--- config.mk ---
export PLATFORM = sky130hd
export DESIGN_NAME = xls_fifo_wrapper_multi
export DESIGN_NICKNAME = d
export VERILOG_FILES = /design/src/rtl/xls_fifo_wrapper_multi.sv
export SDC_FILE = /design/constraint.sdc
export NUM_CORES = 1
export LEC_CHECK = 0
export CORE_MARGIN = 2
export CORE_UTILIZATION = 35
export CTS_CLUSTER_SIZE = 25
export DETAILED_ROUTE_END_ITERATION = 8
export GPL_ROUTABILITY_DRIVEN = 0
export GPL_TIMING_DRIVEN = 0
export HOLD_SLACK_MARGIN = 0.08
export MAX_ROUTING_LAYER = met4
export SLEW_MARGIN = 20
export SYNTH_ARGS = -nofsm -noshare
export SYNTH_HDL_FRONTEND = slang
export SYNTH_SLANG_ARGS = --single-unit
--- constraint.sdc ---
create_clock -name clk -period 2.6 [get_ports clk]
set_clock_uncertainty 0.2 [all_clocks]
set_input_delay 0.65 -clock clk [delete_from_list [all_inputs] [get_ports clk]]
set_output_delay 0.65 -clock clk [all_outputs]
set_load 0.02 [all_outputs]
--- src/rtl/xls_fifo_wrapper_multi.sv ---
`default_nettype none
// ============================================================================
// Module   : xls_fifo_wrapper_multi
// Purpose  : Parametrised-depth circular-buffer channel FIFO placed between
//            XLS-generated procs. Ready/valid on both sides, with an optional
//            same-cycle bypass from push to pop while the FIFO is empty.
// Ports    : clk        - clock, all state updates on the rising edge
//            rst        - asynchronous, active-low reset
//            push_ready - FIFO can accept push_data this cycle
//            push_data  - data to enqueue (Width bits)
//            push_valid - producer offers push_data
//            pop_ready  - consumer accepts pop_data this cycle
//            pop_data   - head-of-queue data (Width bits)
//            pop_valid  - pop_data is valid
//            level      - registered occupancy (only with XLS_FIFO_LEVEL_EN)
// Options  : define XLS_FIFO_LEVEL_EN to add the level output port and the
//            simulation-only occupancy checks.
// Revision : 1.0 - initial release
// ============================================================================
module xls_fifo_wrapper_multi #(
   parameter  int Width        = 32,
   parameter  int Depth        = 4,
   parameter  int EnableBypass = 0,
   localparam int AddrWidth    = (Depth == 1) ? 1 : $clog2(Depth),
   localparam int CntWidth     = $clog2(Depth + 1)
) (
   input  logic                clk,
   input  logic                rst,
   output logic                push_ready,
   input  logic [Width-1:0]    push_data,
   input  logic                push_valid,
   input  logic                pop_ready,
   output logic [Width-1:0]    pop_data,
   output logic                pop_valid
`ifdef XLS_FIFO_LEVEL_EN
   ,
   output logic [CntWidth-1:0] level
`endif
);

   localparam logic [CntWidth-1:0]  C_FULL   = CntWidth'(Depth);
   localparam logic [AddrWidth-1:0] C_LAST   = AddrWidth'(Depth - 1);
   localparam logic                 C_BYPASS = (EnableBypass != 0);

   logic [Width-1:0]     r_mem [Depth];
   logic [AddrWidth-1:0] r_wr_ptr;
   logic [AddrWidth-1:0] r_rd_ptr;
   logic [CntWidth-1:0]  r_count;

   logic w_empty;
   logic w_push_fire;
   logic w_pop_fire;
   logic w_pass;
   logic w_wr_en;
   logic w_rd_en;

   // Explicit wrap so non-power-of-2 depths never index past the last entry.
   function automatic logic [AddrWidth-1:0] next_ptr(input logic [AddrWidth-1:0] p);
      return (p == C_LAST) ? '0 : p + AddrWidth'(1);
   endfunction

   assign w_empty = (r_count == '0);

   // Both handshake outputs are forced low while reset is held, so the
   // channel looks idle to neighbours before the state is cleared/released.
   assign push_ready = rst && (r_count != C_FULL);
   assign pop_valid  = rst && (!w_empty || (C_BYPASS && push_valid));
   assign pop_data   = w_empty ? push_data : r_mem[r_rd_ptr];

   assign w_push_fire = push_valid && push_ready;
   assign w_pop_fire  = pop_valid && pop_ready;

   // A push and pop on an empty FIFO can only happen through the bypass:
   // the word goes straight across and storage is left untouched.
   assign w_pass  = w_empty && w_push_fire && w_pop_fire;
   assign w_wr_en = w_push_fire && !w_pass;
   assign w_rd_en = w_pop_fire && !w_pass;

   always_ff @(posedge clk or negedge rst) begin
      if (!rst) begin
         r_wr_ptr <= '0;
         r_rd_ptr <= '0;
         r_count  <= '0;
      end else begin
         if (w_wr_en) begin
            r_wr_ptr <= next_ptr(r_wr_ptr);
         end
         if (w_rd_en) begin
            r_rd_ptr <= next_ptr(r_rd_ptr);
         end
         if (w_wr_en && !w_rd_en) begin
            r_count <= r_count + CntWidth'(1);
         end else if (w_rd_en && !w_wr_en) begin
            r_count <= r_count - CntWidth'(1);
         end
      end
   end

   // Storage carries no reset; validity is tracked entirely by r_count.
   always_ff @(posedge clk) begin
      if (w_wr_en) begin
         r_mem[r_wr_ptr] <= push_data;
      end
   end

`ifdef XLS_FIFO_LEVEL_EN
   assign level = r_count;

`ifndef SYNTHESIS
   always @(posedge clk) begin
      if (rst) begin
         if (r_count > C_FULL) begin
            $error("xls_fifo_wrapper_multi: occupancy %0d exceeds depth %0d", r_count, Depth);
         end
         if (w_push_fire && (r_count == C_FULL)) begin
            $error("xls_fifo_wrapper_multi: push accepted while full");
         end
      end
   end
`endif
`endif

endmodule
`default_nettype wire

==> metrics.md <==
| Metric | Value |
|---|---|
| Status | complete, but fails checks |
| Failing checks | negative setup slack |
| Most frequent cells in the layout | 128 x edfxtp_1, 34 x clkdlybuf4s50_1, 32 x mux4_2, 27 x mux2_2, 24 x buf_6 |
| Share of layout cells above drive strength 1 | 0.467 |
| Area contributors post-synth | edfxtp_1 70%, mux4_2 12%, mux2_2 7.6% |
| Drt wl/cell | 18.7 um |
| Hold Fails Final Rpt | 0 |
| CTS H-tree lvls | 4 |
| Synth warnings | 0 |
| FMAX | 0.341 GHz |
| # DRC | 0 |
| Syn Nets | 284 |
| Max-slew violations | 0 |
| Worst-margin pin slew | 0.493 ns |
| Die Ht | 129 um |
| Post-synthesis cell count | 241 |
| Nets | 393 |
| CP required | 1.75 ns |
| CTS Buf Count | 17 |
| Crit Path Class | reg2out |
| Final setup vio count | 32 |
| Peak supply drop | 0.523 mV |
| Synthesized area | 5460 um2 |
| Power Dens Cells | 1170 nW/um2 |
| Largest family of logic cells by synthesized area | multiplexers |
| Congestion Overflow GR | 0 |
| Total GRT Usage | 0.136 |
| Fin util | 0.479 |
| Vias in the first global route | 2911 |
| Area grow syn2layout | 33.1% |
| Final period demand of the worst path | 2.93 ns |
| Antenna viol nets, final | 0 |
| Antenna diode count | 0 |
| Port Buffer Count | 69 |
| Maxcap violations | 0 |
| Row cnt | 45 |
| Largest net degree at the start of global routing | 26 |
| CTS tree | yes |
| Hold Slack | 0.394 ns |
| Unrepaired setup endpoints after global routing | yes |
| Worst EP arrival | 2.08 ns |
| Synth Area in Simple Gates | 0.0110 |
| Clock Tree Buf Depth | 2 |
| Core Area | 15200 um2 |
| DP Area | 6490 um2 |
| Synth area leader | edfxtp_1 |
| Commonest non-fill, non-tap cell in the layout | edfxtp_1 |
| Clk Latency, worst-skew pair | 0.40 ns |
| Mux share of post-synthesis cell area | 0.211 |
| Mean area per synthesized cell | 22.7 um2 |
| Critical path endpoint category | primary output |
| Area share of fa/ha/maj cells after synthesis | 0.0174 |
| CP max FO | 5 |
| Die Width | 129 um |
| 1st-iter DRT viols | 164 |
| Number of antenna violations at the first check in global routing | 0 |
| Vias per cell | 4.95 |
| Final non-filler cell area | 7270 um2 |
| Flops & latches, synth | 135 |
| Io pins | 70 |
| Compound-Gate Fraction of Synth Area | 0.00343 |
| Share of Yosys cell area claimed by the top area cell type | 0.703 |
| Sequential share of the synthesized area | 0.736 |
| Worst-path clk slew | 0.05 ns |
| Synth Area in XOR/XNOR | 0.00481 |
| Final worst slack | -0.331 ns |
| LEAKAGE | 2.52 nW |
| CTS root buf | clkbuf_16 |
| Initial Util | 0.359 |
| Min-Delay Path Class | reg2reg |
| Die area | 16600 um2 |
| First-pass GRT wire length | 16000 um |
| DP HPWL | 6190 um |
| Clock Sinks | 135 |
| Vias post-DR | 2720 |
| Slew headroom | 0.671 |
| Fin crit share | 1.13 |
| Routed Wire Length | 10300 um |
| Unique masters post-synth | 21 |
| Crit path launch type | register |
| Drt pass-1 iters | 4 |
-- path summary, 6_finish.rpt --
check                      slack, ns                     from  cells past startpoint                       to
setup / recovery               -0.33  r_rd_ptr[0]$_DFFE_PN0P_                      6             pop_data[11]
hold / removal                  0.39  r_wr_ptr[1]$_DFFE_PN0P_                      1  r_wr_ptr[1]$_DFFE_PN0P_
setup reg to reg                0.17   r_count[1]$_DFFE_PN0P_                     10   r_count[2]$_DFFE_PN0P_
hold reg to reg                 0.39  r_wr_ptr[1]$_DFFE_PN0P_                      1  r_wr_ptr[1]$_DFFE_PN0P_
max in group asynchronous       1.36                      rst                      2  r_rd_ptr[1]$_DFFE_PN0P_
min in group asynchronous       0.56                      rst                      2  r_wr_ptr[0]$_DFFE_PN0P_
-- cell type report --
cell class                      instances  area, um2
Clock inverter                         13        131
Timing Repair Buffer                   91        925
Clock buffer                           18        429
Fill cell                            1261       7930
Tap cell                              188        235
Inverter                                4       15.0
Multi-Input combinational cell         91       1390
Sequential cell                       135       4020
Buffer                                 10        131
-- cell usage after synthesis --
cell	number
o31a_1	1
fa_1	1
buf_1	1
nor3_2	1
o311a_1	1
mux4_1	4
mux4_2	28
buf_6	4
nor2_1	3
inv_1	4
ha_1	6
nand3b_1	1
xnor2_1	2
and2_1	4
xor2_1	1
buf_2	5
nor2b_1	1
mux2_2	37
edfxtp_1	128
dfrtp_1	7
clkbuf_1	1
-- registers in the layout (all words and copies together), names as in the netlist --
signal / count
r_rd_ptr: 2
r_count: 3
r_wr_ptr: 2
r_mem: 128
-- critical path, cell delays in order, from the launching register on --
cell and delay (ns):
dfrtp_1 0.36, buf_6 0.15, buf_6 0.13, buf_12 0.12, mux4_2 0.51, mux2_4 0.29, buf_6 0.13
-- timing repair --
item / 4_1_cts / 5_1_grt
gates cloned: 0 / 2
pin swaps: 1 / 0
hold endpoints to repair: 7 / 0
hold buffers: 1 / 0
buffers inserted: 11 / 5
setup endpoints to repair: 92 / 34
gates resized for setup: 152 / 53
-- metal layers --
metal	up-vias	global-route usage	wire [um]
met4	0	0.0480	95
met1	1416	0.179	4650
met3	8	0.0333	435
met5	-	-	0
met2	73	0.209	5120
li1	1223	-	-
-- logic make-up (layout without fill, tap and decap cells) --
group           after synthesis  in the layout
compound gates                2              2
xor+xnor                      3              3
fa+ha+maj                     7              7
buf+inv                      15            136
flops                       135            135
mux                          69             69
simple gates                 10             10
-- power breakdown --
| group | total [mW] | leakage, nW | switching, mW | internal [mW] |
|---|---|---|---|---|
| clock network | 2.26 | 0.267 | 0.858 | 1.40 |
| logic | 3.44 | 1.02 | 1.54 | 1.90 |
| registers | 2.80 | 1.24 | 0.130 | 2.67 |
-- through the flow --
stage,worst slack [ns],power [mW],cells,TNS [ns]
floorplan,0.250,4.76,241,0
global placement,-1.31,5.89,498,-186.04
detailed placement,-0.668,5.95,502,-72.80
CTS,-0.461,8.24,544,-10.24
global route,-0.408,8.93,550,-11.48
finish,-0.331,8.50,550,-9.20
Power figures use the tool's default switching activity.
